===== src/rtl/axi_rdata_router.sv =====
// ---------------------------------------------------------------------------
// axi_rdata_router
// Read-data channel router for a 2-master / 3-slave AXI interconnect. The
// read-address stage pushes one routing entry (issuing master, decoded slave)
// per accepted AR handshake. Entries are served in order: each slave R burst
// is passed combinationally to its issuing master until the RLAST beat, with
// one idle cycle between consecutive bursts. Slave 2 is the default slave.
//
// Ports
//   clk, rst          clock, synchronous active-low reset
//   ar_push           routing entry strobe from the address stage
//   ar_master         issuing master index (0/1)
//   ar_slave          decoded slave index (3 aliases to 2)
//   ar_full           routing FIFO full
//   outstanding       queued entries plus the active burst
//   s_r*              packed slave R channels (slave k at slice k)
//   m_r*              packed master R channels (master j at slice j)
// ---------------------------------------------------------------------------
module axi_rdata_router #(
   parameter int unsigned ID_W   = 4,
   parameter int unsigned DATA_W = 32,
   parameter int unsigned DEPTH  = 4
) (
   input  logic                    clk,
   input  logic                    rst,
   input  logic                    ar_push,
   input  logic                    ar_master,
   input  logic [1:0]              ar_slave,
   output logic                    ar_full,
   output logic [$clog2(DEPTH):0]  outstanding,
   input  logic [3*ID_W-1:0]       s_rid,
   input  logic [3*DATA_W-1:0]     s_rdata,
   input  logic [5:0]              s_rresp,
   input  logic [2:0]              s_rlast,
   input  logic [2:0]              s_rvalid,
   output logic [2:0]              s_rready,
   output logic [2*ID_W-1:0]       m_rid,
   output logic [2*DATA_W-1:0]     m_rdata,
   output logic [3:0]              m_rresp,
   output logic [1:0]              m_rlast,
   output logic [1:0]              m_rvalid,
   input  logic [1:0]              m_rready
);

   localparam int unsigned PTR_W = $clog2(DEPTH);
   localparam int unsigned CNT_W = PTR_W + 1;
   localparam int unsigned NUM_S = 3;
   localparam int unsigned NUM_M = 2;

   typedef enum logic {
      ST_IDLE  = 1'b0,
      ST_BURST = 1'b1
   } state_t;

   // Routing FIFO and active route
   state_t            r_state;
   logic              r_fifo_m [DEPTH];
   logic [1:0]        r_fifo_s [DEPTH];
   logic [PTR_W-1:0]  r_wptr;
   logic [PTR_W-1:0]  r_rptr;
   logic [CNT_W-1:0]  r_count;
   logic              r_sel_m;
   logic [1:0]        r_sel_s;

   logic              w_push;
   logic              w_pop;
   logic              w_last_beat;
   logic [1:0]        w_slave_norm;

   // Per-slave unpacked views of the packed slave buses
   logic [ID_W-1:0]   w_s_rid   [NUM_S];
   logic [DATA_W-1:0] w_s_rdata [NUM_S];
   logic [1:0]        w_s_rresp [NUM_S];

   // Selected-slave signals
   logic              w_sel_rvalid;
   logic              w_sel_rlast;
   logic [ID_W-1:0]   w_sel_rid;
   logic [DATA_W-1:0] w_sel_rdata;
   logic [1:0]        w_sel_rresp;

   // Per-master unpacked views before packing onto the output buses
   logic [ID_W-1:0]   w_m_rid   [NUM_M];
   logic [DATA_W-1:0] w_m_rdata [NUM_M];
   logic [1:0]        w_m_rresp [NUM_M];

   for (genvar k = 0; k < NUM_S; k++) begin : g_unpack_s
      assign w_s_rid[k]   = s_rid[k*ID_W +: ID_W];
      assign w_s_rdata[k] = s_rdata[k*DATA_W +: DATA_W];
      assign w_s_rresp[k] = s_rresp[k*2 +: 2];
   end

   for (genvar j = 0; j < NUM_M; j++) begin : g_pack_m
      assign m_rid[j*ID_W +: ID_W]     = w_m_rid[j];
      assign m_rdata[j*DATA_W +: DATA_W] = w_m_rdata[j];
      assign m_rresp[j*2 +: 2]         = w_m_rresp[j];
   end

   // Slave index 3 does not exist; it aliases onto the default slave
   assign w_slave_norm = (ar_slave == 2'd3) ? 2'd2 : ar_slave;

   assign ar_full     = (r_count == CNT_W'(DEPTH));
   assign outstanding = r_count + CNT_W'(r_state == ST_BURST);

   assign w_push = ar_push & ~ar_full;
   assign w_pop  = (r_state == ST_IDLE) && (r_count != '0);

   assign w_sel_rvalid = s_rvalid[r_sel_s];
   assign w_sel_rlast  = s_rlast[r_sel_s];
   assign w_sel_rid    = w_s_rid[r_sel_s];
   assign w_sel_rdata  = w_s_rdata[r_sel_s];
   assign w_sel_rresp  = w_s_rresp[r_sel_s];

   assign w_last_beat = (r_state == ST_BURST) && w_sel_rvalid &&
                        m_rready[r_sel_m] && w_sel_rlast;

   // Pass-through path from the selected slave to the selected master;
   // data stays zero on any master whose RVALID is low
   always_comb begin
      m_rvalid  = '0;
      m_rlast   = '0;
      s_rready  = '0;
      w_m_rid   = '{default: '0};
      w_m_rdata = '{default: '0};
      w_m_rresp = '{default: '0};
      if (r_state == ST_BURST) begin
         m_rvalid[r_sel_m] = w_sel_rvalid;
         s_rready[r_sel_s] = m_rready[r_sel_m];
         if (w_sel_rvalid) begin
            m_rlast[r_sel_m]   = w_sel_rlast;
            w_m_rid[r_sel_m]   = w_sel_rid;
            w_m_rdata[r_sel_m] = w_sel_rdata;
            w_m_rresp[r_sel_m] = w_sel_rresp;
         end
      end
   end

   // FIFO storage; contents need no reset since the count gates every read
   always_ff @(posedge clk) begin
      if (w_push) begin
         r_fifo_m[r_wptr] <= ar_master;
         r_fifo_s[r_wptr] <= w_slave_norm;
      end
   end

   // FIFO pointers, occupancy and burst state machine
   always_ff @(posedge clk) begin
      if (!rst) begin
         r_state <= ST_IDLE;
         r_wptr  <= '0;
         r_rptr  <= '0;
         r_count <= '0;
         r_sel_m <= 1'b0;
         r_sel_s <= 2'd0;
      end else begin
         if (w_push) begin
            r_wptr <= r_wptr + PTR_W'(1);
         end
         if (w_pop) begin
            r_rptr <= r_rptr + PTR_W'(1);
         end
         case ({w_push, w_pop})
            2'b10:   r_count <= r_count + CNT_W'(1);
            2'b01:   r_count <= r_count - CNT_W'(1);
            default: r_count <= r_count;
         endcase

         case (r_state)
            ST_IDLE: begin
               if (w_pop) begin
                  r_sel_m <= r_fifo_m[r_rptr];
                  r_sel_s <= r_fifo_s[r_rptr];
                  r_state <= ST_BURST;
               end
            end
            ST_BURST: begin
               // Only the RLAST handshake ends a burst; length is unbounded
               if (w_last_beat) begin
                  r_state <= ST_IDLE;
               end
            end
            default: r_state <= ST_IDLE;
         endcase
      end
   end

endmodule


===== config.mk =====
export PLATFORM = sky130hd
export DESIGN_NAME = axi_rdata_router
export DESIGN_NICKNAME = d
export VERILOG_FILES = /design/src/rtl/axi_rdata_router.sv
export SDC_FILE = /design/constraint.sdc
export NUM_CORES = 1
export LEC_CHECK = 0
export ABC_AREA = 1
export BUFFER_PORTS_ARGS = -buffer_cell sky130_fd_sc_hd__buf_2
export CELL_PAD_IN_SITES_DETAIL_PLACEMENT = 0
export CELL_PAD_IN_SITES_GLOBAL_PLACEMENT = 1
export CORE_MARGIN = 2
export CORE_UTILIZATION = 25
export DETAILED_ROUTE_END_ITERATION = 6
export GPL_ROUTABILITY_DRIVEN = 0
export PLACE_DENSITY = 0.84
export SKIP_CTS_REPAIR_TIMING = 1
export SLEW_MARGIN = 10
export SYNTH_ARGS = -nofsm -noshare
export SYNTH_HDL_FRONTEND = slang
export SYNTH_SLANG_ARGS = --single-unit

===== constraint.sdc =====
create_clock -name clk -period 5.41 [get_ports clk]
set_clock_uncertainty 0.2 [all_clocks]
set_input_delay 0.541 -clock clk [delete_from_list [all_inputs] [get_ports clk]]
set_output_delay 0.541 -clock clk [all_outputs]
set_load 0.02 [all_outputs]

==> summary.md, run 1 <==
| Metric | Value |
|---|---|
| Status | `finished clean` |
| Core area | `9110 sq um` |
| Crit share post-route | `66.5%` |
| Largest net degree at the start of global routing | `between 40 and 50` |
| Die X | `between 90 and 100 microns` |
| DIE AREA | `10000 sq um` |
| Total CTS buffers | `3` |
| H-tree depth | `1` |
| Cell Chain, Critical Path | `nor2_4 -> buf_4 -> nand2_1 -> nand3_1 -> nand3_2 -> nor2_1 -> buf_2` |
| Top-Level Pins | `around 220` |
| Final Net Count | `678` |
| Avg Inst Size Synth | `6.68 sq um` |
| Ys Warns | `0` |
| Setup Viol. Count Final | `0` |
| Via Count | `3,043` |
| Max cap viols | `0` |
| Final core occ | `37.9%` |
| Die Ht | `around 100 microns` |
| Port Buffers | `roughly 210` |
| Violation count after the first detailed-route iteration | `72` |
| PD cells | `about 440 nW/um^2` |
| #FFs+latches synth | `23` |
| Critical path's slowest cell | `nand3_2` |
| Clock latency on the worst-skew pair | `260 ps` |
| Number of global-route vias before repair | `about 2,700` |
| Area delta synth->final | `49.7%` |
| R2R Path Start | `r_count[2]` |
| WP buf/inv | `2` |
| Most common cell after layout, fill and taps aside | `buf_2` |
| Setup CP Type | `flop to primary output` |
| Worst R2R Path Depth | `9` |
| Crit path largest cell delay | `between 600 and 700 ps` |
| Rows | `35` |
| Mapped Nets | `481` |
| Initial Utilization | `25.3%` |
| Wirelength per Cell | `12.9 microns` |
| Number of cells on the critical path | `7` |
| Mapped Area | `between 2000 and 2500 sq um` |
| Register area share after synthesis | `25.2%` |
| First-pass GRT wire length | `12,700 microns` |
| Setup TNS | `0 ps` |
| # DRC | `0` |
| Setup crit start | `r_sel_s[1]` |
| CP endpoint | `m_rdata[13]` |
| Main synth FF type | `edfxtp_1` |
| Maximum VDD drop | `between 0.2 and 0.3 mV` |
| Reg2reg setup slack | `3060 ps` |
| Antenna Cells | `0` |
| Grt total ovfl | `0` |
| Worst endpoint required time | `about 4700 ps` |
| Crit. End Element | `primary output` |
| RR Endpoint | `r_count[2]` |
| Vias per Instance | `about 4.7` |
| Layout cell share with drive strength beyond 1 | `around 45%` |
| Clock transition at path regs | `80 ps` |
| Hold Slack | `slightly below 300 ps` |
| Startpoint Class | `flop` |
| Crit path max fanout | `40` |
| Tot GR Track Use | `approximately 15%` |
| Final min period | `~3600 ps` |
| RSZ-0062 raised after global routing | `no` |
| Crit-path leading delay family | `simple AND/OR/NAND/NOR gates` |
| LEAKAGE | `approximately 0.0020 uW` |
| Drt pass-1 iters | `6` |
| Antenna violations before repair | `0` |
| Hpwl dp | `a little under 7000 microns` |
| CTS tree | `yes` |
| CTS root buf | `clkbuf_8` |
| Final antenna-violating net count | `0` |
| Critical Path AT | `approximately 2900 ps` |
| Min-Delay Path Class | `input pin to flop` |
| Synth async-reset ratio | `0%` |
| CTS Sinks | `23` |
| Highest Clock Rate | `around 280 MHz` |
| Post-synth EDFFs | `12` |
| Commonest non-fill, non-tap cells in the layout | `214 x buf_2, 141 x nor2_1, 60 x inv_1` |
| Max transition margin | `between 20% and 30%` |
| Transition time at the pin with the least slew margin | `approximately 1100 ps` |
| Final WL | `around 8400 microns` |
| Final hold vios | `0` |
| Mapped Cells | `~350` |
| Max Slew Vio Count | `0` |
| Number of distinct library cells after synthesis | `21` |
| Clock tree buffer depth | `2` |
[through the flow]
stage / power, uW / cells / area [sq um] / setup WS (ps)
final: 1500 / 652 / 3450 / 1820
after global routing: 1660 / 652 / 3450 / 1600
after global placement: 1400 / 648 / 3400 / 2130
after CTS: 1520 / 652 / 3450 / 1800
after detailed placement: 1410 / 648 / 3400 / 2090
after floorplan: 1150 / 345 / 2300 / 3350
[cells by family (layout without fill, tap and decap cells)]
| group | count (synthesis) | after routing | share of synthesized area [%] |
|---|---|---|---|
| AND/OR/NAND/NOR | 162 | 162 | 27.3 |
| adder cells (fa/ha/maj) | 8 | 8 | 4.67 |
| XOR/XNOR | 1 | 1 | 0.380 |
| buffers and inverters | 84 | 280 | 16.1 |
| AO/OA/AOI/OAI | 67 | 67 | 26.3 |
| flip-flops | 23 | 23 | 25.2 |
[power breakdown]
group	leakage [uW]	internal (uW)	switching, uW
combinational	0.00175	389	726
clock	0.0000255	51.3	53.2
sequential	0.000202	228	56.9
[cell type report]
cell class                      count  area (sq um)
Tap cell                          111           139
Sequential cell                    23           581
Inverter                           61           229
Multi-Input combinational cell    238          1380
Clock inverter                      1          5.00
Clock buffer                        3          41.3
Fill cell                         998          5660
Timing Repair Buffer              215          1080
[sequential cells by signal, summed over array words and instances, names as in the netlist]
name,flops
r_sel_m,1
r_rptr,2
r_state,1
r_fifo_m,4
r_count,3
r_wptr,2
r_sel_s,2
r_fifo_s,8
[cell usage after synthesis (3+ instances only)]
library cell / instances / area [sq um]
nor2_1: 142 / 533
inv_1: 60 / 225
a221oi_2: 20 / 300
a221oi_1: 18 / 158
o21ai_0: 17 / 85.1
buf_2: 14 / 70.1
edfxtp_1: 12 / 360
dfxtp_1: 11 / 220
nand3_1: 10 / 50.1
a21oi_1: 9 / 45.0
ha_1: 7 / 87.6
buf_6: 5 / 56.3
nand2_1: 5 / 18.8
clkbuf_1: 4 / 15.0
nor3_1: 3 / 15.0
o22ai_1: 3 / 18.8
[worst register-to-register path: cells and delay by family (launching register included)]
| family | cells | cell delay, ps |
|---|---|---|
| buf+inv | 1 | 70 |
| flops | 1 | 410 |
| compound gates | 4 | 490 |
| fa+ha+maj | 2 | 600 |
| simple gates | 2 | 470 |
[worst min-delay path by stage]
| stage | end | start | depth (start not counted) | slack [ps] |
|---|---|---|---|---|
| 5_1_grt | r_fifo_m[0] | ar_master | 1 | 290 |
| 4_1_cts | r_fifo_m[0] | ar_master | 1 | 280 |
| 3_5_place_dp | r_count[2] | r_count[2] | 2 | 310 |
| 6_report | r_fifo_m[3] | ar_master | 1 | 290 |
| 3_3_place_gp | r_count[2] | r_count[2] | 2 | 300 |
| 2_1_floorplan | r_count[2] | r_count[2] | 2 | 280 |
[layer usage]
metal  up-vias  global-route usage, %  wire, microns
li1       1529                      -              -
met1      1401                   18.0           3310
met2       109                   30.7           4620
met3         4                   1.74            465
met4         0                   1.79             33
met5         -                      0              0
No activity file was read; power rests on OpenSTA's default activity.
==> run 2, diff against run 1 <==
- CORE_UTILIZATION: 25 -> 21
- PLACE_DENSITY: 0.84 -> 0.75
- clock period: 5.41 -> 3.23 ns (I/O delays scaled with it)
==> run 2 against run 1 <==
Compared with the run above: global-route usage down 1.7 points; sequential share of layout area down 0.21 points; final area up 1.3%; clock-buffer cell count unchanged; critical path type unchanged; critical endpoint is now m_rdata[27]; largest cell class unchanged; highest routed layer unchanged.
==> summary.md, run 2 (same netlist as run 1, synthesis figures left out) <==
| Metric | Value |
|---|---|
| DP Cell Count | `between 600 and 700` |
| CTS root buf | `clkbuf_8` |
| Fill cells | `1,204` |
| Final min period | `between 2000 and 3000 ps` |
| Setup Viol. Count Final | `0` |
| Crit share post-route | `roughly nine tenths` |
| Largest net degree at the start of global routing | `just over 40` |
| Final antenna-violating net count | `0` |
| Most common cell after layout, fill and taps aside | `buf_2` |
| Critical Path AT | `approximately 2400 ps` |
| Reg2reg setup slack | `between 900 and 1000 ps` |
| Routed wl met2 | `4930 microns` |
| DIE AREA | `roughly 12,000 sq um` |
| Top-Level Pins | `between 200 and 250` |
| Uppermost layer routed | `met4` |
| CTS Sinks | `23` |
| First-pass GRT wire length | `around 13,000 microns` |
| Clock latency on the worst-skew pair | `roughly 260 ps` |
| Die Ht | `around 110 microns` |
| Core area | `between 10,000 and 15,000 sq um` |
| Crit. End Element | `primary output` |
| CTS tree | `yes` |
| Metal1 wirelength | `about 3500 microns` |
| Rows | `38` |
| Highest Clock Rate | `roughly 340 MHz` |
| Area delta synth->final | `51.6%` |
| Clock tree buffer depth | `2` |
| Commonest non-fill, non-tap cells in the layout | `214 x buf_2, 141 x nor2_1, 60 x inv_1` |
| Max cap viols | `0` |
| Max FFs per register | `8` |
| Port Buffers | `between 200 and 250` |
| Final core occ | `about 32%` |
| Initial Utilization | `a little over a fifth` |
| Crit path max fanout | `40` |
| Top Registers | `r_fifo_s x8, r_fifo_m x4, r_count x3` |
| Tot GR Track Use | `a little over an eighth` |
| Via Count | `approximately 3,000` |
| Max transition margin | `around 40%` |
| RR Endpoint | `r_count[2]` |
| Setup CP Type | `flop to primary output` |
| Startpoint Class | `flop` |
| Clock transition at path regs | `approximately 80 ps` |
| Number of global-route vias before repair | `2,656` |
| Die X | `around 110 microns` |
| RSZ-0062 raised after global routing | `no` |
| PD cells | `approximately 740 nW/um^2` |
| Vias per Instance | `4.43` |
| Wirelength per Cell | `between 10 and 15 microns` |
| CP endpoint | `m_rdata[27]` |
| Status | `finished clean` |
| Setup crit start | `r_sel_s[1]` |
| Multi-input gate area | `around 1400 sq um` |
| Worst endpoint required time | `around 2700 ps` |
| Transition time at the pin with the least slew margin | `slightly below 900 ps` |
| Setup TNS | `0 ps` |
| H-tree depth | `1` |
| Total CTS buffers | `3` |
| Max Slew Vio Count | `0` |
| Drt pass-1 iters | `5` |
| Final Net Count | `679` |
| Fin cells | `682` |
| Violation count after the first detailed-route iteration | `approximately 200` |
| Layout cell share with drive strength beyond 1 | `between 40% and 50%` |
| Worst R2R Path Depth | `9` |
| Final WL | `9140 microns` |
| # DRC | `0` |
| Grt total ovfl | `0` |
| R2R Path Start | `r_count[2]` |
| Hpwl dp | `between 7000 and 8000 microns` |
| Maximum VDD drop | `just over 0.4 mV` |
| Final hold vios | `0` |
| HP Start | `ar_master` |
| LEAKAGE | `between 0.0015 and 0.002 uW` |
| Top reg by flops | `r_fifo_s` |
| Antenna Cells | `0` |
| Antenna violations before repair | `0` |
| FF+latch area | `between 500 and 600 sq um` |
| DR WL met3 | `roughly 670 microns` |
| Min-Delay Path Class | `input pin to flop` |
==> run 2: cell types whose count changed in the layout (fill, tap and decap cells not counted) <==
cell / before / now
buf_4: 1 / 2
==> run 2: area by class of cell <==
cell class / count / area share (%)
clock buffer: 3 / 1.18
clock inverter: 1 / 0.143
inverter: 61 / 6.56
multi-input combinational: 238 / 39.4
sequential: 23 / 16.6
tap: 140 / 5.02
timing repair buffer: 216 / 31.1
==> run 2: worst min path at each step <==
stage / depth (start not counted) / to / slack, ps
floorplan: 0 / r_fifo_m[0] / 220
global placement: 2 / r_count[2] / 300
detailed placement: 2 / r_count[2] / 300
CTS: 1 / r_fifo_m[0] / 80
global route: 1 / r_fifo_m[0] / 80
finish: 1 / r_fifo_m[1] / 80
==> run 2: metrics by stage <==
step / setup WS [ps] / hold slack [ps] / power [uW] / area, sq um
final: 298 / 82.2 / 2570 / 3490
after global routing: 103 / 81.4 / 2810 / 3490
after CTS: 286 / 76.8 / 2610 / 3490
after detailed placement: 588 / 305 / 2430 / 3450
after global placement: 621 / 298 / 2400 / 3450
after floorplan: 1210 / 222 / 1930 / 2300
==> run 2: critical path: stages, from the launching register on <==
cell	delay [ps]
dfxtp_1	580
nand3_1	120
nand3_1	180
nand3_2	690
nor2_1	360
buf_2	210
==> run 2: power breakdown <==
| group | switching, uW | internal (uW) | total [uW] |
|---|---|---|---|
| combinational | 1260 | 661 | 1920 |
| clock | 88.9 | 85.9 | 175 |
| sequential | 96.9 | 382 | 479 |
==> run 2: metal layers <==
layer | vias to the layer above | GRT usage, %
met5 | - | 0
met4 | 0 | 2.38
met3 | 4 | 1.91
met2 | 117 | 27.5
met1 | 1374 | 15.2
li1 | 1523 | -
==> run 3, diff against run 2 <==
- GPL_TIMING_DRIVEN: default -> 0
==> run 3 against run 2 <==
Compared with the run above: clock-buffer cell count up 1; clock power about the same; utilization up 0.95 points; flip-flop and latch count unchanged; final cell count up 3.1%; hold slack about the same; sequential share of layout area down 0.47 points; fmax up 19%; final area up 2.9%; critical endpoint is now m_rdata[58]; largest cell class unchanged.
==> summary.md, run 3 (same netlist as run 1, synthesis figures left out) <==
| Metric | Value |
|---|---|
| Status | `finished clean` |
| Setup CP Type | `flop to primary output` |
| Placed instance area | `between 3000 and 4000 sq um` |
| Critical Path AT | `~1900 ps` |
| Top Registers | `r_fifo_s x8, r_fifo_m x4, r_count x3` |
| Most common cell after layout, fill and taps aside | `buf_2` |
| Setup TNS | `0 ps` |
| Worst endpoint required time | `2710 ps` |
| Final WL | `about 9400 microns` |
| Max cap viols | `0` |
| Worst R2R Path Depth | `9` |
| CP endpoint | `m_rdata[58]` |
| PD cells | `roughly 740 nW/um^2` |
| Clock latency on the worst-skew pair | `between 200 and 300 ps` |
| Total CTS buffers | `3` |
| RR Endpoint | `r_count[2]` |
| Finished Cell Area | `~3600 sq um` |
| Highest Clock Rate | `406 MHz` |
| Core area | `between 10,000 and 15,000 sq um` |
| Hold Slack | `82.1 ps` |
| Fin cells | `between 700 and 800` |
| DIE AREA | `~12,000 sq um` |
| Layout cell share with drive strength beyond 1 | `a little under half` |
| Area delta synth->final | `56.1%` |
| Maximum VDD drop | `around 0.31 mV` |
| Startpoint Class | `flop` |
| Largest net degree at the start of global routing | `13` |
| Final antenna-violating net count | `0` |
| Wirelength per Cell | `approximately 13 microns` |
| Setup crit start | `r_sel_s[1]` |
| Clock tree buffer depth | `2` |
| Transition time at the pin with the least slew margin | `471 ps` |
| R2R Path Start | `r_count[2]` |
| Min-Delay Path Class | `input pin to flop` |
| Via Count | `approximately 3,000` |
| FF+latch area | `roughly 580 sq um` |
| Initial Utilization | `a little over a fifth` |
| Final min period | `~2500 ps` |
| Rows | `38` |
| Fill cells | `roughly 1,200` |
| Die Ht | `roughly 110 microns` |
| Antenna violations before repair | `0` |
| Multi-input gate area | `between 1000 and 1500 sq um` |
| Tot GR Track Use | `approximately 14%` |
| Violation count after the first detailed-route iteration | `roughly 130` |
| Max transition margin | `68.6%` |
| Setup Viol. Count Final | `0` |
| Top reg by flops | `r_fifo_s` |
| RSZ-0062 raised after global routing | `no` |
| CTS tree | `yes` |
| Port Buffers | `214` |
| Crit. End Element | `primary output` |
| Hpwl dp | `roughly 8000 microns` |
| Commonest non-fill, non-tap cells in the layout | `228 x buf_2, 142 x nor2_1, 60 x inv_1` |
| LEAKAGE | `between 0.002 and 0.0025 uW` |
| CTS root buf | `clkbuf_8` |
| CTS Sinks | `23` |
| H-tree depth | `1` |
| DP Cell Count | `roughly 700` |
| # DRC | `0` |
| Final hold vios | `0` |
| Max FFs per register | `8` |
| Final core occ | `between 30% and 40%` |
| Grt total ovfl | `0` |
| Final Net Count | `700` |
| Die X | `between 100 and 150 microns` |
| Max Slew Vio Count | `0` |
| Number of global-route vias before repair | `roughly 2,800` |
| Top-Level Pins | `215` |
| Antenna Cells | `0` |
| Crit path max fanout | `10` |
| First-pass GRT wire length | `between 10,000 and 15,000 microns` |
| Crit share post-route | `approximately three quarters` |
| Drt pass-1 iters | `4` |
| Reg2reg setup slack | `970 ps` |
| Vias per Instance | `about 4.3` |
| Clock transition at path regs | `around 80 ps` |
==> run 3: how the worst min path moves through the flow <==
| stage | from | end | slack (ps) | depth (start not counted) |
|---|---|---|---|---|
| floorplan | ar_master | r_fifo_m[0] | 220 | 0 |
| global placement | r_count[2] | r_count[2] | 300 | 2 |
| detailed placement | r_rptr[1] | r_rptr[1] | 310 | 2 |
| CTS | ar_master | r_fifo_m[1] | 70 | 1 |
| global route | ar_master | r_fifo_m[0] | 80 | 1 |
| finish | ar_master | r_fifo_m[0] | 80 | 1 |
==> run 3: report_power, final <==
| group | internal [uW] | switching [uW] |
|---|---|---|
| Sequential | 381 | 55.8 |
| Clock | 87.8 | 85.3 |
| Combinational | 748 | 1290 |
| Total | 1220 | 1430 |
==> run 3: metrics by stage <==
step           total power (uW)  worst slack [ps]
3_5_place_dp               2510               931
4_1_cts                    2690               684
3_3_place_gp               2480               950
5_1_grt                    2930               508
2_1_floorplan              1930              1210
6_report                   2650               764
==> run 3: layer usage <==
| metal | track usage (%) | routed length, microns |
|---|---|---|
| met1 | 16.9 | 3830 |
| met2 | 28.4 | 4950 |
| met3 | 2.03 | 619 |
| met4 | 1.74 | 39 |
| met5 | 0 | 0 |
==> run 3: worst max-delay path, cell delays in order (launching register included) <==
cell and delay [ps]:
dfxtp_1 300, buf_2 160, nor2_2 200, nand2_1 70, nand3_1 120, nand3_1 200, buf_2 260, nor2_1 180
buf_2 190
==> run 3: cell type report <==
type	count	area share, %
multi-input cells	238	37.6
repair buffers	214	29.8
flip-flops and latches	23	16.2
inverters	61	6.37
well taps	140	4.87
plain buffers	23	3.93
clock buffers	4	1.25
